File: src/rtl/hsv_threshold_calibrator.sv
// Owns the six HSV threshold registers; supports manual writes and a one-frame
// auto-calibration that captures min/max over a fixed box and widens by a margin.
module hsv_threshold_calibrator #(
    parameter int FRAME_W = 1280,
    parameter int FRAME_H = 720,
    parameter int BOX_X0  = 608,
    parameter int BOX_Y0  = 328,
    parameter int BOX_W   = 64,
    parameter int BOX_H   = 64
) (
    input  logic        clk_in,
    input  logic        rst_in,
    input  logic        valid_in,
    input  logic [10:0] hcount_in,
    input  logic [9:0]  vcount_in,
    input  logic [7:0]  h_in,
    input  logic [7:0]  s_in,
    input  logic [7:0]  v_in,
    input  logic        start_in,
    input  logic [7:0]  margin_in,
    input  logic        cfg_we_in,
    input  logic [2:0]  cfg_sel_in,
    input  logic [7:0]  cfg_data_in,
    output logic [7:0]  h_thresh_low,
    output logic [7:0]  h_thresh_high,
    output logic [7:0]  s_thresh_low,
    output logic [7:0]  s_thresh_high,
    output logic [7:0]  v_thresh_low,
    output logic [7:0]  v_thresh_high,
    output logic        busy_out,
    output logic        done_out,
    output logic        empty_out
);

    // Box bounds are one bit wider than the counters so an end past the frame still compares correctly.
    localparam logic [11:0] LP_X_LO   = 12'(BOX_X0);
    localparam logic [11:0] LP_X_HI   = 12'(BOX_X0 + BOX_W);
    localparam logic [10:0] LP_Y_LO   = 11'(BOX_Y0);
    localparam logic [10:0] LP_Y_HI   = 11'(BOX_Y0 + BOX_H);
    localparam logic [10:0] LP_H_LAST = 11'(FRAME_W - 1);
    localparam logic [9:0]  LP_V_LAST = 10'(FRAME_H - 1);

    typedef enum logic [1:0] {
        S_IDLE,
        S_ARM,
        S_SAMPLE,
        S_APPLY
    } state_t;

    state_t      r_state;
    state_t      w_nextState;
    logic        w_sampleEn;
    logic        w_accInit;
    logic        w_inBox;
    logic        w_frameStart;
    logic        w_frameEnd;

    logic [7:0]  r_hMin, r_hMax, r_sMin, r_sMax, r_vMin, r_vMax;
    logic [15:0] r_count;
    logic [7:0]  w_hMinBase, w_hMaxBase, w_sMinBase, w_sMaxBase, w_vMinBase, w_vMaxBase;
    logic [15:0] w_cntBase;

    logic [7:0]  r_hLow, r_hHigh, r_sLow, r_sHigh, r_vLow, r_vHigh;
    logic        r_empty;

    function automatic logic [7:0] satSub(input logic [7:0] a, input logic [7:0] b);
        logic [8:0] diff;
        diff = {1'b0, a} - {1'b0, b};
        return diff[8] ? 8'd0 : diff[7:0];
    endfunction

    function automatic logic [7:0] satAdd(input logic [7:0] a, input logic [7:0] b);
        logic [8:0] sum;
        sum = {1'b0, a} + {1'b0, b};
        return sum[8] ? 8'hFF : sum[7:0];
    endfunction

    assign w_frameStart = valid_in && (hcount_in == 11'd0) && (vcount_in == 10'd0);
    assign w_frameEnd   = valid_in && (hcount_in == LP_H_LAST) && (vcount_in == LP_V_LAST);
    assign w_inBox      = valid_in
                       && ({1'b0, hcount_in} >= LP_X_LO) && ({1'b0, hcount_in} < LP_X_HI)
                       && ({1'b0, vcount_in} >= LP_Y_LO) && ({1'b0, vcount_in} < LP_Y_HI);

    // The ARM cycle that sees the frame origin both resets and updates the accumulators.
    assign w_hMinBase = w_accInit ? 8'hFF : r_hMin;
    assign w_sMinBase = w_accInit ? 8'hFF : r_sMin;
    assign w_vMinBase = w_accInit ? 8'hFF : r_vMin;
    assign w_hMaxBase = w_accInit ? 8'h00 : r_hMax;
    assign w_sMaxBase = w_accInit ? 8'h00 : r_sMax;
    assign w_vMaxBase = w_accInit ? 8'h00 : r_vMax;
    assign w_cntBase  = w_accInit ? 16'd0 : r_count;

    always_ff @(posedge clk_in) begin
        if (rst_in) begin
            r_state <= S_IDLE;
        end else begin
            r_state <= w_nextState;
        end
    end

    always_comb begin
        w_nextState = r_state;
        w_sampleEn  = 1'b0;
        w_accInit   = 1'b0;
        busy_out    = (r_state != S_IDLE);
        done_out    = (r_state == S_APPLY);
        case (r_state)
            S_IDLE: begin
                if (start_in) begin
                    w_nextState = S_ARM;
                end
            end
            S_ARM: begin
                if (w_frameStart) begin
                    w_sampleEn  = 1'b1;
                    w_accInit   = 1'b1;
                    w_nextState = w_frameEnd ? S_APPLY : S_SAMPLE;
                end
            end
            S_SAMPLE: begin
                w_sampleEn = 1'b1;
                if (w_frameEnd) begin
                    w_nextState = S_APPLY;
                end
            end
            S_APPLY: begin
                w_nextState = S_IDLE;
            end
            default: begin
                w_nextState = S_IDLE;
            end
        endcase
    end

    always_ff @(posedge clk_in) begin
        if (rst_in) begin
            r_hMin  <= 8'hFF;
            r_sMin  <= 8'hFF;
            r_vMin  <= 8'hFF;
            r_hMax  <= 8'h00;
            r_sMax  <= 8'h00;
            r_vMax  <= 8'h00;
            r_count <= 16'd0;
        end else if (w_sampleEn) begin
            if (w_inBox) begin
                r_hMin  <= (h_in < w_hMinBase) ? h_in : w_hMinBase;
                r_sMin  <= (s_in < w_sMinBase) ? s_in : w_sMinBase;
                r_vMin  <= (v_in < w_vMinBase) ? v_in : w_vMinBase;
                r_hMax  <= (h_in > w_hMaxBase) ? h_in : w_hMaxBase;
                r_sMax  <= (s_in > w_sMaxBase) ? s_in : w_sMaxBase;
                r_vMax  <= (v_in > w_vMaxBase) ? v_in : w_vMaxBase;
                r_count <= (w_cntBase == 16'hFFFF) ? w_cntBase : w_cntBase + 16'd1;
            end else begin
                r_hMin  <= w_hMinBase;
                r_sMin  <= w_sMinBase;
                r_vMin  <= w_vMinBase;
                r_hMax  <= w_hMaxBase;
                r_sMax  <= w_sMaxBase;
                r_vMax  <= w_vMaxBase;
                r_count <= w_cntBase;
            end
        end
    end

    // Thresholds change only by an IDLE manual write or all at once in APPLY.
    always_ff @(posedge clk_in) begin
        if (rst_in) begin
            r_hLow  <= 8'h00;
            r_hHigh <= 8'hFF;
            r_sLow  <= 8'h00;
            r_sHigh <= 8'hFF;
            r_vLow  <= 8'h00;
            r_vHigh <= 8'hFF;
            r_empty <= 1'b0;
        end else begin
            case (r_state)
                S_IDLE: begin
                    if (start_in) begin
                        r_empty <= 1'b0;
                    end
                    if (cfg_we_in) begin
                        case (cfg_sel_in)
                            3'd0:    r_hLow  <= cfg_data_in;
                            3'd1:    r_hHigh <= cfg_data_in;
                            3'd2:    r_sLow  <= cfg_data_in;
                            3'd3:    r_sHigh <= cfg_data_in;
                            3'd4:    r_vLow  <= cfg_data_in;
                            3'd5:    r_vHigh <= cfg_data_in;
                            default: ;
                        endcase
                    end
                end
                S_APPLY: begin
                    if (r_count != 16'd0) begin
                        r_hLow  <= satSub(r_hMin, margin_in);
                        r_hHigh <= satAdd(r_hMax, margin_in);
                        r_sLow  <= satSub(r_sMin, margin_in);
                        r_sHigh <= satAdd(r_sMax, margin_in);
                        r_vLow  <= satSub(r_vMin, margin_in);
                        r_vHigh <= satAdd(r_vMax, margin_in);
                    end else begin
                        r_empty <= 1'b1;
                    end
                end
                default: ;
            endcase
        end
    end

    assign h_thresh_low  = r_hLow;
    assign h_thresh_high = r_hHigh;
    assign s_thresh_low  = r_sLow;
    assign s_thresh_high = r_sHigh;
    assign v_thresh_low  = r_vLow;
    assign v_thresh_high = r_vHigh;
    assign empty_out     = r_empty;

endmodule

File: config.mk
export PLATFORM = sky130hd
export DESIGN_NAME = hsv_threshold_calibrator
export DESIGN_NICKNAME = d
export VERILOG_FILES = /design/src/rtl/hsv_threshold_calibrator.sv
export SDC_FILE = /design/constraint.sdc
export NUM_CORES = 1
export LEC_CHECK = 0
export BUFFER_PORTS_ARGS = -buffer_cell sky130_fd_sc_hd__buf_2
export CAP_MARGIN = 30
export CELL_PAD_IN_SITES_DETAIL_PLACEMENT = 0
export CELL_PAD_IN_SITES_GLOBAL_PLACEMENT = 1
export CORE_MARGIN = 2
export CORE_UTILIZATION = 43
export CTS_CLUSTER_SIZE = 12
export DETAILED_ROUTE_END_ITERATION = 8
export PLACE_DENSITY = 0.9
export SLEW_MARGIN = 25
export SYNTH_ARGS = -nofsm -noshare
export SYNTH_HDL_FRONTEND = slang
export SYNTH_SLANG_ARGS = --single-unit
File: constraint.sdc
create_clock -name clk_in -period 4.7 [get_ports clk_in]
set_input_delay 0.235 -clock clk_in [delete_from_list [all_inputs] [get_ports clk_in]]
set_output_delay 0.235 -clock clk_in [all_outputs]
set_load 0.02 [all_outputs]
==> out/metrics.yaml, run 1 <==
mappedNetlistArea_um2: 7870
synthCells: 953
finClkSkew_ns: 0.00996
critPathTopFamily: "simple AND/OR/NAND/NOR gates"
rsz0062_at_grt: "no"
cts_tree: "built"
period_needed_ns: 3.22
synth_common_cells: "dfxtp_1 (115), a21oi_1 (102), ha_1 (98)"
power_density_nw_per_um2: 447
area_growth_pct: 18.6
htree_levels: 4
stdcell_area_um2: 9330
antenna_found_initial: 0
yosysUniqueCellTypes: 59
synthFlopType: "dfxtp_1"
grt.overflow.total: 0
cpMostUsedCell: "a21o_1"
vias_per_cell: 5.68
min-delay-start: "v_in[4]"
hold_buffers: 0
final_hold_viol_count: 0
min_path_type: "input pin to register"
synth-edff-count: 0
wl_mm: 21.8
cts_root_buf: "clkbuf_16"
path_class: "input pin to register"
vias: 7434
r2r_start: "r_state[1]"
avgRoutedWirePerCell_um: 16.7
netlist.top_cell.by_area: "dfxtp_1"
setup.worst_path.start: "hcount_in[9]"
post_cts_resized: 0
timing.final.max_slew_violations: 0
finish.utilization_pct: 52.0
io_pins: 120
grt_max_degree: 52
worst_slew_pin_slew_ns: 0.728
async_flop_share_pct: 0
r2r_setup_slack_ns: 1.52
setup_ws_ns: 1.48
cts.sinks: 115
fillers: 1703
core_um2: 18000
die_h_um: 139
critPathMaxFanout: 28
drt_iter0_drc: 618
drv_cap: 0
die_w_um: 139
cts_setup_buffers: 0
timing.hold.ws_ns: 0.0950
status: "complete, no violations"
critPathRequiredTime_ns: 5.05
fmax_ghz: 0.311
grt_usage_pct: 22.5
insertion_delay_ns: 0.42
clkSlewWorstSetupHoldPaths_ns: 0.06
synth_top_area_share_pct: 29.3
setup_viol: 0
cpPeakStageDelay_ns: 0.54
io_buffers: 119
placed_area_um2: 8670
postRouteAntennaNets: 0
numCtsBuffers: 17
synthTopCellsByArea: "dfxtp_1 (29%), ha_1 (16%), a21oi_1 (6.5%), o21ai_0 (5.0%), nor2_1 (3.7%)"
diodes: 0
drc_errors: 0
yosysMostFrequentCell: "dfxtp_1"
setup_tns_ns: 0
crit_buf_inv: 2
path_cells: "buf_2, or4_1, nor2_2, and4_1, buf_4, nor2_1, ha_1, a21o_1, a21o_1, a21oi_1, nor2b_1, o31ai_4, nor3b_4, o31a_1"
cts_max_path_buffers: 2
fin_cells: 1308
fin_crit_sh_pct: 68.4
die_area_um2: 19400
leakage_nw: 3.95
seq_area_frac_synth_pct: 29.3
end_kind: "register"
place_ws_ns: 1.16
dp_cells: 1273
syn-num-nets: 1126
yosysWarnings: 0
dp_hpwl_mm: 16.9
power.total_mw: 4.18
initial_core_util_pct: 43.8
crit_path_start_kind: "input pin"
grt_pass1_vias: 6784
fin_nets: 1239
synth_seq_cells: 115
num_rows: 49
drt_first_pass_iters: 5
ir_worst_vdd_v: 0.000413
synth.avg_cell_area_um2: 8.26
globalplace.congestion: 0.906
grt_pass1_wl_mm: 35.1
drive_gt1_share_pct: 16.2
worstPathArrival_ns: 3.57
critPathSlowestCell: "or4_1"
slew_headroom_pct: 51.2
final cells by class:
class	instances	area (um^2)	share of cell area [%]
Tap cell	229	287	3.07
Inverter	39	146	1.57
Clock inverter	8	148	1.58
Timing Repair Buffer	130	673	7.21
Clock buffer	24	492	5.27
Multi-Input combinational cell	763	5290	56.6
Sequential cell	115	2300	24.7
flip-flops by register name, summed over array words and instances, names as in the netlist:
name / flops
s_thresh_high: 8
r_hMin: 8
v_thresh_high: 8
r_sMax: 8
s_thresh_low: 8
h_thresh_low: 8
r_count: 16
r_state: 2
empty_out: 1
r_hMax: 8
r_vMin: 8
v_thresh_low: 8
r_sMin: 8
r_vMax: 8
h_thresh_high: 8
routing by layer:
metal  part of all wire [%]  vias up  GRT usage (%)
met4                    1.9        0           7.23
met5                      0        -              0
li1                       -     3768              -
met2                     44      236           34.1
met3                    5.6       37           4.85
met1                     49     3393           32.0
cells by family (layout without fill, tap and decap cells):
group	after synthesis	after routing	share of synthesized area [%]
buffers and inverters	75	201	3.66
DFF	115	115	29.3
xor gates and xnor gates	37	37	4.12
and+or+nand+nor	282	282	18.2
adders and majority gates	104	104	17.1
AOI/OAI and AO/OA	336	336	27.1
muxes	4	4	0.541
worst register-to-register path, stage by stage, from the launching register on:
cell and delay [ns]:
dfxtp_1 0.34, inv_1 0.09, ha_1 0.22, and4_1 0.19
buf_4 0.30, nor2_1 0.08, ha_1 0.29, a21o_1 0.18
a21o_1 0.17, a21oi_1 0.15, nor2b_1 0.09, o31ai_4 0.41
nor3b_4 0.43, o31a_1 0.18
worst paths after layout:
check	end	cells past startpoint
min reg2reg	s_thresh_high[3]	2
min	r_vMin[4]	2
max reg2reg	r_hMin[0]	13
max	r_hMin[0]	14
report_power, final:
group          total, mW  switching, mW  internal, mW
combinational       1.48          0.925         0.552
clock               1.39          0.452         0.942
sequential          1.30          0.135          1.17
total               4.18           1.51          2.66
cell usage in the layout (no fill, tap or decap), types with 5 or more instances in the layout:
cell,instances
a211oi_1,6
a21o_1,20
a21oi_1,101
a22o_1,24
a31oi_1,10
and2_1,8
and3_1,7
and4_1,10
buf_2,121
buf_4,8
clkbuf_16,17
dfxtp_1,115
fa_1,6
ha_1,98
inv_1,38
nand2_1,62
nand2b_1,14
nand3_1,17
nand4_1,13
nor2_1,78
nor2b_1,22
nor3_1,17
nor4_1,14
o21a_1,10
o21ai_0,79
o22a_1,16
o22ai_1,23
o31a_1,12
o31ai_1,5
or2_2,5
xnor2_1,33
Power figures use the tool's default switching activity.
==> run 2: changes to the inputs <==
ABC_AREA = 1   (was default)
CORE_UTILIZATION = 42   (was 43)
PLACE_DENSITY = 0.91   (was 0.9)
clock period = 3.3 ns   (was 4.7 ns; I/O delays follow)
==> out/metrics.yaml, run 2 <==
crit_buf_inv: 6  # +4
die_w_um: 152  # +8.9%
placed_area_um2: 9970  # +15%
clkSlewWorstSetupHoldPaths_ns: 0.06  # about the same
synth_mux_area_share_pct: 0  # -0.54 points
htree_levels: 4  # unchanged
drc_errors: 0  # unchanged
area_growth_pct: 15.3
grt.overflow.total: 0  # unchanged
drv_cap: 0  # unchanged
grt_usage_pct: 24.3  # +1.7 points
regMostFlops: "r_count"
cts_max_path_buffers: 2  # unchanged
worst_slew_pin_slew_ns: 0.834  # +0.106 ns
period_needed_ns: 2.96
fillers: 2182  # +28%
fin_cells: 1792  # +37%
dp_hpwl_mm: 21.1  # +25%
grt_max_degree: 66  # +27%
wl_mm: 27.4  # +25%
async_flop_share_pct: 0  # unchanged
synth_fa_ha_area_share_pct: 14.7  # -2.4 points
timing.hold.ws_ns: 0.0493  # -0.0457 ns
avgRoutedWirePerCell_um: 15.3  # -8.4%
yosys.area_share.simple_pct: 28.8  # +11 points
use_met3_pct: 4.19  # -0.66 points
globalplace.congestion: 0.898  # -0.82%
fmax_ghz: 0.337
cpPeakStageDelay_ns: 0.35  # -0.19 ns
synthXorXnorAreaFrac_pct: 1.72  # -2.4 points
postRouteAntennaNets: 0  # unchanged
grt_busiest_layer: "met2"
leakage_nw: 4.99  # +26%
fin_crit_sh_pct: 89.8
ir_worst_vdd_v: 0.000315  # -24%
dp_cells: 1760  # +38%
synthFlopType: "dfxtp_1"
mappedNetlistArea_um2: 9160  # +16%
crit_path_start_kind: "register"
initial_core_util_pct: 42.4  # -1.4 points
power_density_nw_per_um2: 643  # +44%
synthCells: 1393  # +46%
io_buffers: 119  # unchanged
synth_top_area_share_pct: 25.1  # -4.1 points
hold_buffers: 0  # unchanged
status: "complete, no violations"
pwr-share-clk_pct: 27.1  # -6.3 points
vias: 9398  # +26%
drt_first_pass_iters: 5  # unchanged
fin_nets: 1672  # +35%
synth_top_family_by_area: "simple AND/OR/NAND/NOR gates"
syn-num-nets: 1566  # +39%
vias_per_cell: 5.24  # -7.7%
finClkSkew_ns: 0.00737  # -0.00259 ns
critPathTopFamily: "buffers and inverters"
path_cells: "inv_1, ha_1, nand4_2, inv_4, buf_4, buf_4, nor2_1, inv_1, ha_1, nand2_1, nor2_1, nand2_1, o211ai_1, o211ai_4, a21oi_1, o21ai_1, nand2_1, inv_1"
largest_register_ffs: 16  # unchanged
synthTopCellsByArea: "dfxtp_1 (25%), ha_1 (13%), nand2_1 (12%), a21oi_1 (8.9%), inv_1 (7.8%)"
cts_setup_buffers: 0  # unchanged
setup_ws_ns: 0.336  # -1.15 ns
slew_headroom_pct: 44.2  # -7.0 points
switchingPower_mw: 2.83  # +87%
timing.final.max_slew_violations: 0  # unchanged
place_ws_ns: 0.296  # -0.860 ns
drt_iter0_drc: 728  # +18%
internal_power_mw: 3.96  # +49%
seq_area_frac_synth_pct: 25.1  # -4.1 points
die_h_um: 152  # +8.9%
min_path_type: "input pin to register"
stdcell_area_um2: 10600  # +13%
power_frac_seq_pct: 30.1  # -1.1 points
p_comb_share_pct: 42.8  # +7.4 points
yosysMostFrequentCell: "nand2_1"
final_common_cell: "nand2_1"
synth_seq_cells: 115  # unchanged
netlist.top_cell.by_area: "dfxtp_1"
antenna_found_initial: 0  # unchanged
grt_pass1_wl_mm: 43.7  # +25%
power.share.switching_pct: 41.7  # +5.5 points
path_class: "register to register"
critPathMaxFanout: 16  # -43%
grt_util_met1_pct: 33.6  # +1.6 points
synth.avg_cell_area_um2: 6.57  # -20%
drive_gt1_share_pct: 13.7  # -2.5 points
core_um2: 21600  # +20%
setup_viol: 0  # unchanged
final_cell_mix: "nand2_1 (300), inv_1 (190), a21oi_1 (163), nor2_1 (123), buf_2 (119)"
cts_root_buf: "clkbuf_16"
grt_pass1_vias: 8553  # +26%
critPathRequiredTime_ns: 3.61  # -1.44 ns
end_kind: "register"
rsz0062_at_grt: "no"
globalRouteMet2Util_pct: 38.9  # +4.8 points
critPathSlowestCell: "dfxtp_1"
worstPathArrival_ns: 3.28  # -0.29 ns
setup_tns_ns: 0  # unchanged
cts.sinks: 115  # unchanged
final_hold_viol_count: 0  # unchanged
insertion_delay_ns: 0.42  # about the same
yosysUniqueCellTypes: 47  # -20%
numCtsBuffers: 17  # unchanged
synth-edff-count: 0  # unchanged
num_rows: 54  # +10%
synth_common_cells: "nand2_1 (300), inv_1 (190), a21oi_1 (163)"
cts_tree: "built"
io_pins: 120  # unchanged
diodes: 0  # unchanged
synth_compound_area_share_pct: 18.9  # -8.2 points
yosysWarnings: 0  # unchanged
die_area_um2: 23000  # +19%
==> run 2: changes by cell type after synthesis, sizes merged, moves of 19 or more <==
cell | previous run | this run
nor2 | 79 | 129
a21o | 20 | 1
inv | 38 | 196
xnor2 | 33 | 5
a22o | 24 | 0
nand3 | 17 | 106
nor2b | 22 | 0
nand2 | 62 | 311
o211ai | 3 | 23
buf | 5 | 26
a21oi | 102 | 164
==> run 2: kinds of logic after synthesis <==
| family | count (synthesis) |
|---|---|
| and+or+nand+nor | 603 |
| AOI/OAI and AO/OA | 310 |
| xor gates and xnor gates | 18 |
| DFF | 115 |
| buffers and inverters | 243 |
| adders and majority gates | 104 |
==> run 2: worst paths after layout <==
check                   start          endpoint  slack [ns]  cells after the start
max                r_state[1]         r_sMax[2]        0.34                     18
min            cfg_data_in[7]   v_thresh_low[7]        0.05                      3
max reg2reg        r_state[1]         r_sMax[2]        0.34                     18
min reg2reg  h_thresh_high[0]  h_thresh_high[0]        0.45                      2
==> run 2: through the flow <==
| step | power, mW | utilization, % |
|---|---|---|
| after floorplan | 4.10 | - |
| after global placement | 4.91 | 46.1 |
| after detailed placement | 4.94 | 46.1 |
| after CTS | 6.79 | 48.8 |
| after global routing | 7.32 | 48.8 |
| final | 6.79 | 48.8 |
==> run 2: cell type report <==
type | count | area, um^2 | area share, %
inverter | 198 | 748 | 7.09
timing repair buffer | 132 | 706 | 6.68
clock inverter | 9 | 104 | 0.984
multi-input combinational | 1035 | 5870 | 55.6
clock buffer | 23 | 478 | 4.53
sequential | 115 | 2300 | 21.8
tap | 280 | 350 | 3.32
==> run 2: tightest hold or removal path, delay by kind of cell <==
kind / cells / cell delay, ns
buffers and inverters: 1 / 0.09
AOI/OAI and AO/OA: 2 / 0.18
==> run 2: power by group through the flow <==
stage / registers, mW / logic [mW] / clock network (mW)
after floorplan: 2.15 / 1.95 / 0
after global placement: 2.07 / 2.84 / 0
after detailed placement: 2.07 / 2.88 / 0
after CTS: 2.04 / 2.90 / 1.85
after global routing: 2.07 / 3.33 / 1.92
final: 2.05 / 2.90 / 1.84
==> run 2: timing repair <==
action	4_1_cts	5_1_grt
resized for setup	0	2
hold endpoints to repair	0	0
endpoints found under the setup margin	0	4
==> run 2: routing by layer <==
metal	up-vias	share of wire, %
li1	4875	-
met1	4240	47
met2	250	45
met3	33	5.6
met4	0	2.0
met5	-	0
==> run 3: changes to the inputs <==
ABC_AREA = default   (was 1)
CORE_UTILIZATION = 43   (was 42)
PLACE_DENSITY = 0.9   (was 0.91)
==> out/metrics.yaml, run 3 (synthesis gave the netlist of run 1 again) <==
globalplace.congestion: 0.885  # -1.5%
fin_cells: 1314  # -27%
ir_worst_vdd_v: 0.000525  # +67%
critPathMaxFanout: 18  # +2
dp_cells: 1282  # -27%
path_cells: "inv_1, ha_1, and4_1, buf_4, nor2_1, ha_1, a21oi_1, nor2_1, a2111o_1, a211oi_1, o21ai_1, o22a_1"
end_kind: "register"
crit_buf_inv: 2  # -4
placed_area_um2: 8740  # -12%
fmax_ghz: 0.341  # +1.2%
grt_max_degree: 51  # -23%
power_density_nw_per_um2: 648  # +0.74%
cpPeakStageDelay_ns: 0.36  # about the same
cts.sinks: 115  # unchanged
rsz0062_at_grt: "no"
clkSlewWorstSetupHoldPaths_ns: 0.06  # about the same
drc_errors: 0  # unchanged
final_cell_mix: "buf_2 (119), dfxtp_1 (115), a21oi_1 (102), ha_1 (98), o21ai_0 (79)"
wl_mm: 22.1  # -19%
dp_hpwl_mm: 17.3  # -18%
grt_pass1_wl_mm: 35.5  # -19%
io_pins: 120  # unchanged
stdcell_area_um2: 9420  # -11%
avgRoutedWirePerCell_um: 16.8  # +9.9%
period_needed_ns: 2.93  # -0.0338 ns
critPathRequiredTime_ns: 3.61  # about the same
vias: 7428  # -21%
cts_max_path_buffers: 2  # unchanged
io_buffers: 119  # unchanged
grt_pass1_vias: 6883  # -20%
slew_headroom_pct: 33.4  # -11 points
timing.hold.ws_ns: 0.0150  # -0.0343 ns
drv_cap: 0  # unchanged
path_class: "register to register"
leakage_nw: 4.01  # -20%
die_w_um: 139  # -8.2%
worst_slew_pin_slew_ns: 0.991  # +0.157 ns
fin_nets: 1245  # -26%
setup_viol: 0  # unchanged
drt_first_pass_iters: 5  # unchanged
drive_gt1_share_pct: 16.8  # +3.1 points
die_h_um: 139  # -8.2%
grt.overflow.total: 0  # unchanged
largest_register_ffs: 16  # unchanged
worstPathArrival_ns: 3.24  # -0.04 ns
post_cts_resized: 0  # unchanged
min_path_type: "input pin to register"
vias_per_cell: 5.65  # +7.8%
cts_root_buf: "clkbuf_16"
timing.final.max_slew_violations: 0  # unchanged
regMostFlops: "r_count"
critPathSlowestCell: "a2111o_1"
num_rows: 49  # -9.3%
setup_ws_ns: 0.370  # +0.0338 ns
die_area_um2: 19400  # -16%
htree_levels: 4  # unchanged
area_growth_pct: 19.8
initial_core_util_pct: 43.8  # +1.4 points
hold_buffers: 0  # unchanged
diodes: 0  # unchanged
postRouteAntennaNets: 0  # unchanged
grt_usage_pct: 22.7  # -1.5 points
fillers: 1685  # -23%
crit_path_start_kind: "register"
numCtsBuffers: 17  # unchanged
cts_tree: "built"
core_um2: 18000  # -17%
final_hold_viol_count: 0  # unchanged
antenna_found_initial: 0  # unchanged
fin_crit_sh_pct: 88.8  # -1.0 points
drt_iter0_drc: 538  # -26%
final_common_cell: "buf_2"
cts_setup_buffers: 0  # unchanged
finClkSkew_ns: 0.00634  # -0.00103 ns
critPathTopFamily: "compound AO/OA/AOI/OAI gates"
setup_tns_ns: 0  # unchanged
status: "complete, no violations"
place_ws_ns: 0.0507  # -0.245 ns
insertion_delay_ns: 0.42  # about the same
-- run 3: cell count changes in the layout (fill, tap and decap cells not counted), sizes merged, moves of 20 or more --
cell    change
a22o       +24
inv       -158
nand2     -249
nor2       -50
o211ai     -20
nor2b      +22
a21oi      -62
nand3      -89
xnor2      +28
-- run 3: metrics by stage --
step,total power [mW],utilization (%)
finish,6.11,52.5
detailed placement,3.97,48.6
global placement,3.93,48.6
floorplan,3.30,-
global route,6.45,52.5
CTS,6.11,52.4
-- run 3: metal layers --
metal / vias up / routed length, um / track usage [%]
met5: - / 0 / 0
met4: 0 / 355 / 7.50
met3: 31 / 1180 / 4.20
met2: 240 / 9290 / 33.9
met1: 3380 / 11200 / 33.1
li1: 3777 / - / -
-- run 3: power breakdown --
part	switching [mW]	internal, mW	total, mW
logic	1.31	0.799	2.11
registers	0.196	1.67	1.86
clock network	0.643	1.49	2.13
total	2.15	3.95	6.11
-- run 3: path summary, 6_finish.rpt --
check	startpoint	to	slack, ns	depth (start not counted)
max	r_state[1]	r_sMin[6]	0.37	12
min	s_in[3]	r_sMin[3]	0.01	2
max reg2reg	r_state[1]	r_sMin[6]	0.37	12
min reg2reg	s_thresh_high[3]	s_thresh_high[3]	0.46	2
-- run 3: area by class of cell --
type	instances	area, um^2	area share [%]
Clock buffer	22	484	5.14
Clock inverter	10	200	2.12
Inverter	39	146	1.55
Multi-Input combinational cell	763	5280	56.0
Sequential cell	115	2300	24.4
Tap cell	229	287	3.04
Timing Repair Buffer	136	723	7.67
-- run 3: worst reg2reg max path, cell delays in order, from the launching register on --
cell and delay [ns]:
dfxtp_1 0.34, inv_1 0.09, ha_1 0.24, and4_1 0.20, buf_4 0.22, nor2_1 0.08
ha_1 0.29, a21oi_1 0.13, nor2_1 0.06, a2111o_1 0.36, a211oi_1 0.31, o21ai_1 0.25
o22a_1 0.25
